==> config.mk <==
export PLATFORM = sky130hd
export DESIGN_NAME = ctrl_ajuste_relogio_flat
export DESIGN_NICKNAME = d
export VERILOG_FILES = /design/src/rtl/clk_ctrl_pkg.sv /design/src/rtl/ctrl_ajuste_relogio_if.sv /design/src/rtl/btn_cond.sv /design/src/rtl/ctrl_ajuste_relogio.sv /design/src/flat_wrapper.sv
export SDC_FILE = /design/constraint.sdc
export NUM_CORES = 1
export LEC_CHECK = 0
export ABC_AREA = 1
export CAP_MARGIN = 20
export CORE_ASPECT_RATIO = 0.75
export CORE_MARGIN = 4
export CORE_UTILIZATION = 45
export DETAILED_ROUTE_END_ITERATION = 12
export DONT_BUFFER_PORTS = 1
export PLACE_DENSITY_LB_ADDON = 0.1
export SYNTH_ARGS = -nofsm -noshare
export SYNTH_HDL_FRONTEND = slang
export SYNTH_SLANG_ARGS = --single-unit
==> constraint.sdc <==
create_clock -name maqh_clock -period 3.4 [get_ports maqh_clock]
set_input_delay 1.02 -clock maqh_clock [delete_from_list [all_inputs] [get_ports maqh_clock]]
set_output_delay 1.02 -clock maqh_clock [all_outputs]
set_load 0.02 [all_outputs]
==> src/rtl/clk_ctrl_pkg.sv <==
// Shared types and default timing for the clock mode/sequencing controller.
package clk_ctrl_pkg;

    typedef enum logic [1:0] {
        RUN   = 2'b00,
        SET_H = 2'b01,
        SET_M = 2'b10
    } mode_t;

    localparam int unsigned HOLD_CYCLES_DEF   = 50_000_000;
    localparam int unsigned REPEAT_CYCLES_DEF = 10_000_000;
    localparam int unsigned TIMEOUT_S_DEF     = 10;

endpackage

==> src/rtl/ctrl_ajuste_relogio_if.sv <==
// Control/status bundle between the mode controller and the BCD counter chain.
interface ctrl_ajuste_relogio_if;

    logic sec_at_max;
    logic min_at_max;
    logic sec_enable;
    logic sec_incremento;
    logic sec_clear;
    logic min_enable;
    logic min_incremento;
    logic hr_enable;
    logic hr_incremento;

    modport master (
        input  sec_at_max, min_at_max,
        output sec_enable, sec_incremento, sec_clear,
               min_enable, min_incremento,
               hr_enable, hr_incremento
    );

    modport slave (
        output sec_at_max, min_at_max,
        input  sec_enable, sec_incremento, sec_clear,
               min_enable, min_incremento,
               hr_enable, hr_incremento
    );

endinterface

==> src/rtl/btn_cond.sv <==
// Push-button conditioner: 2-flop sync, registered edge, registered one-cycle pulse,
// optional hold-to-autorepeat.
module btn_cond #(
    parameter bit          REPEAT_EN     = 1'b0,
    parameter int unsigned HOLD_CYCLES   = 50_000_000,
    parameter int unsigned REPEAT_CYCLES = 10_000_000
) (
    input  logic maqh_clock,
    input  logic maqh_reset,
    input  logic btn_i,
    output logic pulse_o,
    output logic held_o
);

    localparam int unsigned MAX_C = (HOLD_CYCLES > REPEAT_CYCLES) ? HOLD_CYCLES : REPEAT_CYCLES;
    localparam int unsigned CW    = $clog2(MAX_C + 1);

    logic          sync1_q, sync2_q, prev_q, edge_q, pulse_q;
    logic          armed_q, armed_d;
    logic          phase_q, phase_d;
    logic [CW-1:0] cnt_q, cnt_d;
    logic [CW-1:0] limit_c;
    logic          fire_c;

    always_ff @(posedge maqh_clock or negedge maqh_reset) begin
        if (!maqh_reset) begin
            sync1_q <= 1'b0;
            sync2_q <= 1'b0;
            prev_q  <= 1'b0;
            edge_q  <= 1'b0;
            pulse_q <= 1'b0;
            armed_q <= 1'b0;
            phase_q <= 1'b0;
            cnt_q   <= '0;
        end else begin
            sync1_q <= btn_i;
            sync2_q <= sync1_q;
            prev_q  <= sync2_q;
            edge_q  <= sync2_q & ~prev_q;
            pulse_q <= edge_q | fire_c;
            armed_q <= armed_d;
            phase_q <= phase_d;
            cnt_q   <= cnt_d;
        end
    end

    // cnt_q is 0 in the first-pulse cycle; phase 0 waits out the hold, phase 1 the repeat period
    always_comb begin
        armed_d = armed_q;
        phase_d = phase_q;
        cnt_d   = cnt_q;
        fire_c  = 1'b0;
        limit_c = phase_q ? CW'(REPEAT_CYCLES - 1) : CW'(HOLD_CYCLES - 1);
        if (!sync2_q) begin
            armed_d = 1'b0;
            phase_d = 1'b0;
            cnt_d   = '0;
        end else if (edge_q) begin
            armed_d = REPEAT_EN;
            phase_d = 1'b0;
            cnt_d   = '0;
        end else if (armed_q) begin
            if (cnt_q == limit_c) begin
                fire_c  = 1'b1;
                phase_d = 1'b1;
                cnt_d   = '0;
            end else begin
                cnt_d = cnt_q + CW'(1);
            end
        end
    end

    assign pulse_o = pulse_q;
    assign held_o  = sync2_q;

endmodule

==> src/rtl/ctrl_ajuste_relogio.sv <==
// Mode/sequencing controller for the digital clock: RUN cascade, hour/minute set
// modes with autorepeat, inactivity timeout and display blink flags.
module ctrl_ajuste_relogio
    import clk_ctrl_pkg::*;
#(
    parameter int unsigned HOLD_CYCLES   = HOLD_CYCLES_DEF,
    parameter int unsigned REPEAT_CYCLES = REPEAT_CYCLES_DEF,
    parameter int unsigned TIMEOUT_S     = TIMEOUT_S_DEF
) (
    input  logic                   maqh_clock,
    input  logic                   maqh_reset,
    input  logic                   tick_1hz,
    input  logic                   btn_mode,
    input  logic                   btn_inc,
    ctrl_ajuste_relogio_if.master  cnt,
    output logic [1:0]             mode,
    output logic                   blink_h,
    output logic                   blink_m
);

    localparam int unsigned TW = $clog2(TIMEOUT_S + 1);

    logic mode_pulse, mode_held, inc_pulse, inc_held;

    btn_cond #(
        .REPEAT_EN     (1'b0),
        .HOLD_CYCLES   (HOLD_CYCLES),
        .REPEAT_CYCLES (REPEAT_CYCLES)
    ) u_btn_mode (
        .maqh_clock (maqh_clock),
        .maqh_reset (maqh_reset),
        .btn_i      (btn_mode),
        .pulse_o    (mode_pulse),
        .held_o     (mode_held)
    );

    btn_cond #(
        .REPEAT_EN     (1'b1),
        .HOLD_CYCLES   (HOLD_CYCLES),
        .REPEAT_CYCLES (REPEAT_CYCLES)
    ) u_btn_inc (
        .maqh_clock (maqh_clock),
        .maqh_reset (maqh_reset),
        .btn_i      (btn_inc),
        .pulse_o    (inc_pulse),
        .held_o     (inc_held)
    );

    mode_t         mode_q, mode_d;
    logic [TW-1:0] to_q, to_d;
    logic          blink_q, blink_d;
    logic          alive_q;

    logic sec_en_c, sec_inc_c, sec_clr_c;
    logic min_en_c, min_inc_c, hr_en_c, hr_inc_c;
    logic inc_ok_c;

    // alive_q keeps every control low while reset is asserted
    always_ff @(posedge maqh_clock or negedge maqh_reset) begin
        if (!maqh_reset) begin
            mode_q  <= RUN;
            to_q    <= '0;
            blink_q <= 1'b0;
            alive_q <= 1'b0;
        end else begin
            mode_q  <= mode_d;
            to_q    <= to_d;
            blink_q <= blink_d;
            alive_q <= 1'b1;
        end
    end

    always_comb begin
        mode_d    = mode_q;
        to_d      = to_q;
        blink_d   = blink_q;
        sec_en_c  = 1'b0;
        sec_inc_c = 1'b0;
        sec_clr_c = 1'b0;
        min_en_c  = 1'b0;
        min_inc_c = 1'b0;
        hr_en_c   = 1'b0;
        hr_inc_c  = 1'b0;
        inc_ok_c  = inc_pulse & ~mode_pulse;

        case (mode_q)
            RUN: begin
                sec_en_c  = alive_q;
                min_en_c  = alive_q;
                hr_en_c   = alive_q;
                sec_inc_c = alive_q & tick_1hz;
                min_inc_c = alive_q & tick_1hz & cnt.sec_at_max;
                hr_inc_c  = alive_q & tick_1hz & cnt.sec_at_max & cnt.min_at_max;
                if (mode_pulse) begin
                    mode_d    = SET_H;
                    sec_clr_c = 1'b1;
                end
            end
            SET_H: begin
                hr_en_c  = 1'b1;
                hr_inc_c = inc_ok_c;
                if (mode_pulse) mode_d = SET_M;
            end
            SET_M: begin
                min_en_c  = 1'b1;
                min_inc_c = inc_ok_c;
                if (mode_pulse) mode_d = RUN;
            end
            default: mode_d = RUN;
        endcase

        // inactivity timeout and blink phase only run in the set modes; a held button counts as activity
        if (mode_q != RUN) begin
            if (mode_pulse || inc_pulse) begin
                to_d = '0;
            end else if (tick_1hz && !mode_held && !inc_held && (to_q < TW'(TIMEOUT_S))) begin
                to_d = to_q + TW'(1);
            end
            if (tick_1hz) blink_d = ~blink_q;
            if (to_d == TW'(TIMEOUT_S)) mode_d = RUN;
        end

        if (mode_d == RUN) begin
            to_d    = '0;
            blink_d = 1'b0;
        end
    end

    assign cnt.sec_enable     = sec_en_c;
    assign cnt.sec_incremento = sec_inc_c;
    assign cnt.sec_clear      = sec_clr_c;
    assign cnt.min_enable     = min_en_c;
    assign cnt.min_incremento = min_inc_c;
    assign cnt.hr_enable      = hr_en_c;
    assign cnt.hr_incremento  = hr_inc_c;

    assign mode    = mode_q;
    assign blink_h = (mode_q == SET_H) & blink_q & ~inc_held;
    assign blink_m = (mode_q == SET_M) & blink_q & ~inc_held;

endmodule

==> src/flat_wrapper.sv <==
// flat-port wrapper written by rule: the top's interface ports become plain ports
module ctrl_ajuste_relogio_flat import clk_ctrl_pkg::*;
#(
    parameter int unsigned HOLD_CYCLES   = HOLD_CYCLES_DEF,
    parameter int unsigned REPEAT_CYCLES = REPEAT_CYCLES_DEF,
    parameter int unsigned TIMEOUT_S     = TIMEOUT_S_DEF
)
  (maqh_clock, maqh_reset, tick_1hz, btn_mode, btn_inc, mode, blink_h, blink_m, cnt_sec_at_max, cnt_min_at_max, cnt_sec_enable, cnt_sec_incremento, cnt_sec_clear, cnt_min_enable, cnt_min_incremento, cnt_hr_enable, cnt_hr_incremento);
  ctrl_ajuste_relogio_if cnt_i ();
  input  logic maqh_clock;
  input  logic maqh_reset;
  input  logic tick_1hz;
  input  logic btn_mode;
  input  logic btn_inc;
  output logic [1:0] mode;
  output logic blink_h;
  output logic blink_m;
  input wire logic [$bits(cnt_i.sec_at_max)-1:0] cnt_sec_at_max;
  input wire logic [$bits(cnt_i.min_at_max)-1:0] cnt_min_at_max;
  output wire logic [$bits(cnt_i.sec_enable)-1:0] cnt_sec_enable;
  output wire logic [$bits(cnt_i.sec_incremento)-1:0] cnt_sec_incremento;
  output wire logic [$bits(cnt_i.sec_clear)-1:0] cnt_sec_clear;
  output wire logic [$bits(cnt_i.min_enable)-1:0] cnt_min_enable;
  output wire logic [$bits(cnt_i.min_incremento)-1:0] cnt_min_incremento;
  output wire logic [$bits(cnt_i.hr_enable)-1:0] cnt_hr_enable;
  output wire logic [$bits(cnt_i.hr_incremento)-1:0] cnt_hr_incremento;
  assign cnt_i.sec_at_max = cnt_sec_at_max;
  assign cnt_i.min_at_max = cnt_min_at_max;
  assign cnt_sec_enable = cnt_i.sec_enable;
  assign cnt_sec_incremento = cnt_i.sec_incremento;
  assign cnt_sec_clear = cnt_i.sec_clear;
  assign cnt_min_enable = cnt_i.min_enable;
  assign cnt_min_incremento = cnt_i.min_incremento;
  assign cnt_hr_enable = cnt_i.hr_enable;
  assign cnt_hr_incremento = cnt_i.hr_incremento;
  ctrl_ajuste_relogio #(.HOLD_CYCLES(HOLD_CYCLES), .REPEAT_CYCLES(REPEAT_CYCLES), .TIMEOUT_S(TIMEOUT_S)) u_core (.maqh_clock(maqh_clock), .maqh_reset(maqh_reset), .tick_1hz(tick_1hz), .btn_mode(btn_mode), .btn_inc(btn_inc), .cnt(cnt_i), .mode(mode), .blink_h(blink_h), .blink_m(blink_m));
endmodule
Yosys cells after proc, flatten, opt, wreduce, memory -nomap -nowiden. Index checks and enable logic that the tools add are counted.

Bitwise operators: 17. Add/subtract/negate cells: 3. Multiplexer cells: 52. Equal/unequal tests: 11. Reduce and logical (&&, ||, !) cells: 14. $lt $le $gt $ge: 1.

Operator list (number): 26-bit two-way mux (10); 26-bit by 1-bit adder with 26-bit output (second input constant) (2); 26-bit equality test (2); 1-bit two-way mux (27); 4-bit two-way mux (5); 3-bit by 1-bit inequality test with 1-bit output (second input constant) (4); 1-bit bitwise AND (10); 2-bit two-way mux (5); 1-bit one-hot mux with 2 select lines (4); 2-bit one-hot mux with 3 select lines (1); 2-bit AND reduction (3); 2-bit nonzero test (3); 1-bit NOT (5); 4-bit by 1-bit adder with 4-bit output (second input constant) (1); 4-bit equality test (second input constant) (1); 2-bit logical NOT (2); 4-bit < comparator (second input constant) (1); 2-bit by 1-bit inequality test with 1-bit output (second input constant) (2); 1-bit logical AND (3); 2-bit by 1-bit equality test with 1-bit output (second input constant) (1); 2-bit equality test (second input constant) (1); 1-bit logical NOT (2); 1-bit bitwise OR (2); 1-bit logical OR (1).

Register bits after elaboration: 74. Input bits: 7. Output and inout bits: 11.

Longest topological paths before layout.
Depth after elaboration: 13. Gate-level depth with buffers: 12.

Cells and area by module. From an unflattened synthesis, not the netlist that was laid out.

Cells, all modules: 385. Area total of the unflattened synthesis: 2813.9 um^2.

By module, submodules not included: btn_cond at u_core.u_btn_inc (area an instance 2020.7 um^2, instances 1, cells each 281); ctrl_ajuste_relogio (area an instance 658.1 um^2, instances 1, cells each 97); btn_cond at u_core.u_btn_mode (area an instance 135.1 um^2, instances 1, cells each 7).

Worst setup path before layout. No wires, ideal clock.

Path kind: input to output. From: input tick_1hz. To: output cnt_hr_incremento. Required time: 2.380 ns. Arrival: 1.773 ns. Setup slack: 0.607 ns. Stages: 4. Cell sequence: nand2_1 nor2_1 nand3_1 o21ai_0.

Word-level cells in the longest chain between the ends: 4.

Ends and longest elaborated chain: start: declaration (RTL line flat_wrapper.sv:12) `input logic tick_1hz;`; 1-bit bitwise AND (3 in series) (RTL line ctrl_ajuste_relogio.sv:93) `hr_inc_c = alive_q & tick_1hz & cnt.sec_at_max & cnt.min_at_max;`; 1-bit one-hot mux with 2 select lines (RTL line ctrl_ajuste_relogio.sv:86) `case (mode_q)`; end: declaration (RTL line flat_wrapper.sv:26) `output wire logic [$bits(cnt_i.hr_incremento)-1:0] cnt_hr_incremento;`.

Every way passes these cells.

Final worst setup path.
From: register u_core.mode_q[0] (netlist: u_core.mode[0]). To: output cnt_hr_incremento.

Word-level cells in the longest chain between the ends: 2.

Ends and longest elaborated chain: start: declaration (RTL line ctrl_ajuste_relogio.sv:49) `mode_t mode_q, mode_d;`; start signal: assignment (RTL line ctrl_ajuste_relogio.sv:66) `mode_q <= mode_d;`; 2-bit by 1-bit equality test with 1-bit output / 2-bit logical NOT (equally long branches) (RTL line ctrl_ajuste_relogio.sv:86); 1-bit one-hot mux with 2 select lines (*) (RTL line ctrl_ajuste_relogio.sv:86).

Every way passes the cells marked *; elsewhere a longest branch is shown, timed or not.

==> impl.org <==
** Power and ir drop
- Switching part of the total :: 0.293
- Of the total power, the clock network draws 0.371.
- Total power for the finished layout comes to 1.30 mW.
- Proportion of power drawn by combinational gates :: 0.148
- Static Leakage :: 1.27 nW
- IR Drop Worst-Case VDD :: 0.370 mV
- Power dissipated by switching net loads :: 0.383 mW
- Sequential cell fraction of total power :: 0.480
- Power spread over the standard cell area amounts to 469 nW/µm².
- Cell Int Power :: 0.922 mW

** Route
- Vias after detailed routing :: 2055
- Wire length per cell after detailed routing :: 12.6 µm
- Average vias per placed instance :: 4.92
- Wire length reported by the detailed router :: 5270 µm
- In the routed design, unresolved DRC markers number 0.
- Number of nets still failing antenna checks after routing :: 0
- Initial DRT Pass Iterations :: 4
- After the first detailed-routing iteration, the DRC count stood at 87.

** Placement
- Input/output buffers :: 0
- Placed wire-length estimate after detailed placement :: 3920 µm
- Instance area after placement :: 2640 µm²
- Weighted congestion at the end of routability-driven global placement :: 0.934

** STA
- Count of final max-slew check failures :: 0
- Post-Route Hold Slack :: 354 ps
- In the finished design, the share of the clock period the worst path needs comes to 0.799.
- Fmax :: 368 MHz
- For the pin with the worst max-slew slack, the measured transition is 740 ps.
- Hold Violations, Final :: 0
- RSZ-0062 raised after global routing :: false
- # setup viols final :: 0
- Summed over all failing endpoints, the final setup total negative slack is 0 ps.
- Across the routed clock network, the largest skew measured is 4.26 ps.
- In this run the tightest slew margin relative to its limit is 0.505.
- Min Tclk post-route :: 2720 ps

** Setup path
- The critical path is of the flop to primary output type.
- STA classifies the critical path startpoint as a flop.
- Critical path launch point :: u_core.mode[0]
- Data required time of the worst path :: 2380 ps
- In this design, the stage delay of the slowest critical-path cell is 540 ps.
- Arrival time of the worst setup path :: 1700 ps
- Walking the worst path, the cells encountered are inv_1, nor2_1, inv_1, o21ai_0.
- Critical-path cell with the highest stage delay :: o21ai_0
- Cell occurring most often along the worst timing path :: inv_1
- Of all nets on the critical path, the largest fanout is 5.
- Worst reg2reg startpoint :: u_core.u_btn_inc.cnt_q[0]
- STA classifies the critical path endpoint as a primary output.
- Setup slack on the worst flop-to-flop path :: 1300 ps

** Hold path
- Worst hold-check path type :: flop to flop
- In this run the most critical hold path is launched from u_core.u_btn_mode.sync1_q.

** Clocking
- Clock tree from TritonCTS :: built
- In this run the deepest clock path goes through 2 buffers.
- In this run the number of H-tree levels came out at 2.
- The number of setup buffers added after CTS is 0.
- Later-pin clock latency in the skew report :: 300 ps
- The root buffer cell chosen for the clock tree is clkbuf_8.
- Worst-path clk slew :: 90 ps
- Post-cts gate resize count :: 0
- Number of buffers created by CTS :: 5
- After clock tree synthesis, the flow added hold-fix buffers numbering 0.
- The clock net in this run drives a total of 46 sinks.

** Floorplanning
- In this run the core area contains 23 standard-cell rows.
- The die covers 6980 µm².
- Overall die height :: 73.4 µm
- Placeable core region :: 5440 µm²
- 18 I/O pins were placed.
- Initial Utilization :: 0.471
- The floorplan step set the die width to 95.2 µm.

** Global route
- Entering global routing, the biggest net connects 47 pins.
- For this run, the total global-route usage over all layers was measured as 0.169.
- The first global-routing pass estimated 9180 µm of wire.
- After global routing the overflow that remains totals 0.
- Initial antenna violation count :: 0
- Via count of the first global-routing pass :: 1920

** Synth
- The area fraction in compound gates after synthesis came to 0.0717.
- Yosys printed 0 warnings.
- By area the synthesized netlist is led by dfrtp_1, nand2_1, inv_1.
- After synthesis, the largest family of logic cells by area is simple AND/OR/NAND/NOR gates.
- A synthesized cell averages 7.63 µm².
- After technology mapping, the gate count stands at 336.
- Synthesized cell area :: 2560 µm²
- Simple-Gate Fraction of Synth Area :: 0.350
- Synth Net Count :: 345
- The synthesized design spends more area on one cell type than any other, namely dfrtp_1.
- Counting flops and latches in the post-synthesis netlist gives 46.
- For this run, the register share of the synthesized area comes to 0.449.
- Post-Synth Adder-Cell Area :: 0.00976
- The synthesized netlist contains 33 unique library cells.
- The share of synthesized area in the top cell type comes to 0.449.
- The portion of synthesized area spent on multiplexers is 0.
- Of the total synthesized cell area, the portion taken by XOR and XNOR cells is 0.0273.

** Cells and area
- In the final layout, the multi-input gates occupy 1180 µm².
- The number of antenna diodes in the final layout is 0.
- The filler cells instantiated in the layout total 542.
- Once layout is done, the placed cells without fillers occupy 2780 µm².
- Commonest cells after routing, fill and taps aside :: nand2_1, inv_1, dfrtp_1, nor2_1, nor3_1
- Area growth from synthesis to layout :: 8.44%
- Leading cell type in the layout, fill and taps excluded :: nand2_1
- In the final layout, the share of cells above drive strength 1 is 0.0904.
- Registers take 1150 µm².
- The net count of the finished layout is 351.

** Status
- The flow ran to the end, and the final reports show no timing, DRC or antenna violations.

** Job
- Max-cap violations :: 0
-- per-stage QoR --
stage,util,setup WS (ps),std cells
floorplan,-,607,336
global placement,0.486,756,410
detailed placement,0.486,757,410
CTS,0.511,688,418
global route,0.511,549,418
finish,0.511,683,418
-- critical path, delay by kind of cell (launching register included) --
kind                   cells  cell delay, ps
AOI/OAI and AO/OA          1             540
buffers and inverters      2             180
DFF                        1             530
and+or+nand+nor            1             140
-- flip-flops by register name (all words and copies together) (netlist names) --
| name | cells |
|---|---|
| u_core.u_btn_mode.pulse_o | 1 |
| u_core.u_btn_mode.held_o | 1 |
| u_core.alive_q | 1 |
| u_core.to_q | 4 |
| u_core.u_btn_inc.sync1_q | 1 |
| u_core.u_btn_inc.prev_q | 1 |
| u_core.blink_q | 1 |
| u_core.u_btn_inc.armed_q | 1 |
| u_core.u_btn_inc.edge_q | 1 |
| u_core.u_btn_inc.pulse_o | 1 |
| u_core.u_btn_inc.held_o | 1 |
| u_core.mode | 2 |
| u_core.u_btn_inc.cnt_q | 26 |
| u_core.u_btn_inc.phase_q | 1 |
| u_core.u_btn_mode.prev_q | 1 |
| u_core.u_btn_mode.edge_q | 1 |
| u_core.u_btn_mode.sync1_q | 1 |
-- Yosys cell counts, drive strengths merged --
cell type and count:
nand3 20, nor2 47, a21oi 12, dfrtp 46, nand3b 3, ha 2
o21ai 10, nand4 7, o21a 1, xor2 7, buf 2, o22ai 1
inv 56, or2 1, nand2 81, conb 1, a21boi 1, o211ai 4
nor3 30, o21bai 1, nor4 1, xnor2 1, nor2b 1
-- worst paths after layout --
path	endpoint	cells past startpoint
max in group asynchronous	u_core.u_btn_inc.cnt_q[12]	0
min in group asynchronous	u_core.to_q[2]	0
worst min-delay path	u_core.u_btn_mode.held_o	0
worst max register to register	u_core.u_btn_inc.phase_q	9
worst min register to register	u_core.u_btn_mode.held_o	0
worst max-delay path	cnt_hr_incremento	4
-- cells by family after synthesis --
family                     count (synthesis)
AOI/OAI and AO/OA                         30
xor gates and xnor gates                   8
adders and majority gates                  2
buffers and inverters                     58
DFF                                       46
other                                      1
and+or+nand+nor                          191
-- routing by layer --
metal  global-route usage  routed length [µm]
met3               0.0379                 243
met2                0.234                2080
met4               0.0336                  34
met1                0.268                2910
met5                    0                   0
-- layout make-up --
class                   count  area share
flip-flops and latches     46       0.414
repair buffers              1     0.00270
clock inverters             3      0.0248
multi-input cells         232       0.424
inverters                  56      0.0756
well taps                  75      0.0338
clock buffers               5      0.0248
-- power groups by stage --
stage                     combinational [mW]  sequential [mW]  clock, mW
after floorplan                        0.159            0.629          0
after global placement                 0.198            0.637          0
after detailed placement               0.193            0.637          0
after CTS                              0.193            0.626      0.498
after global routing                   0.218            0.631      0.524
final                                  0.194            0.627      0.485
Note: power is estimated with default switching activity, not from simulation.
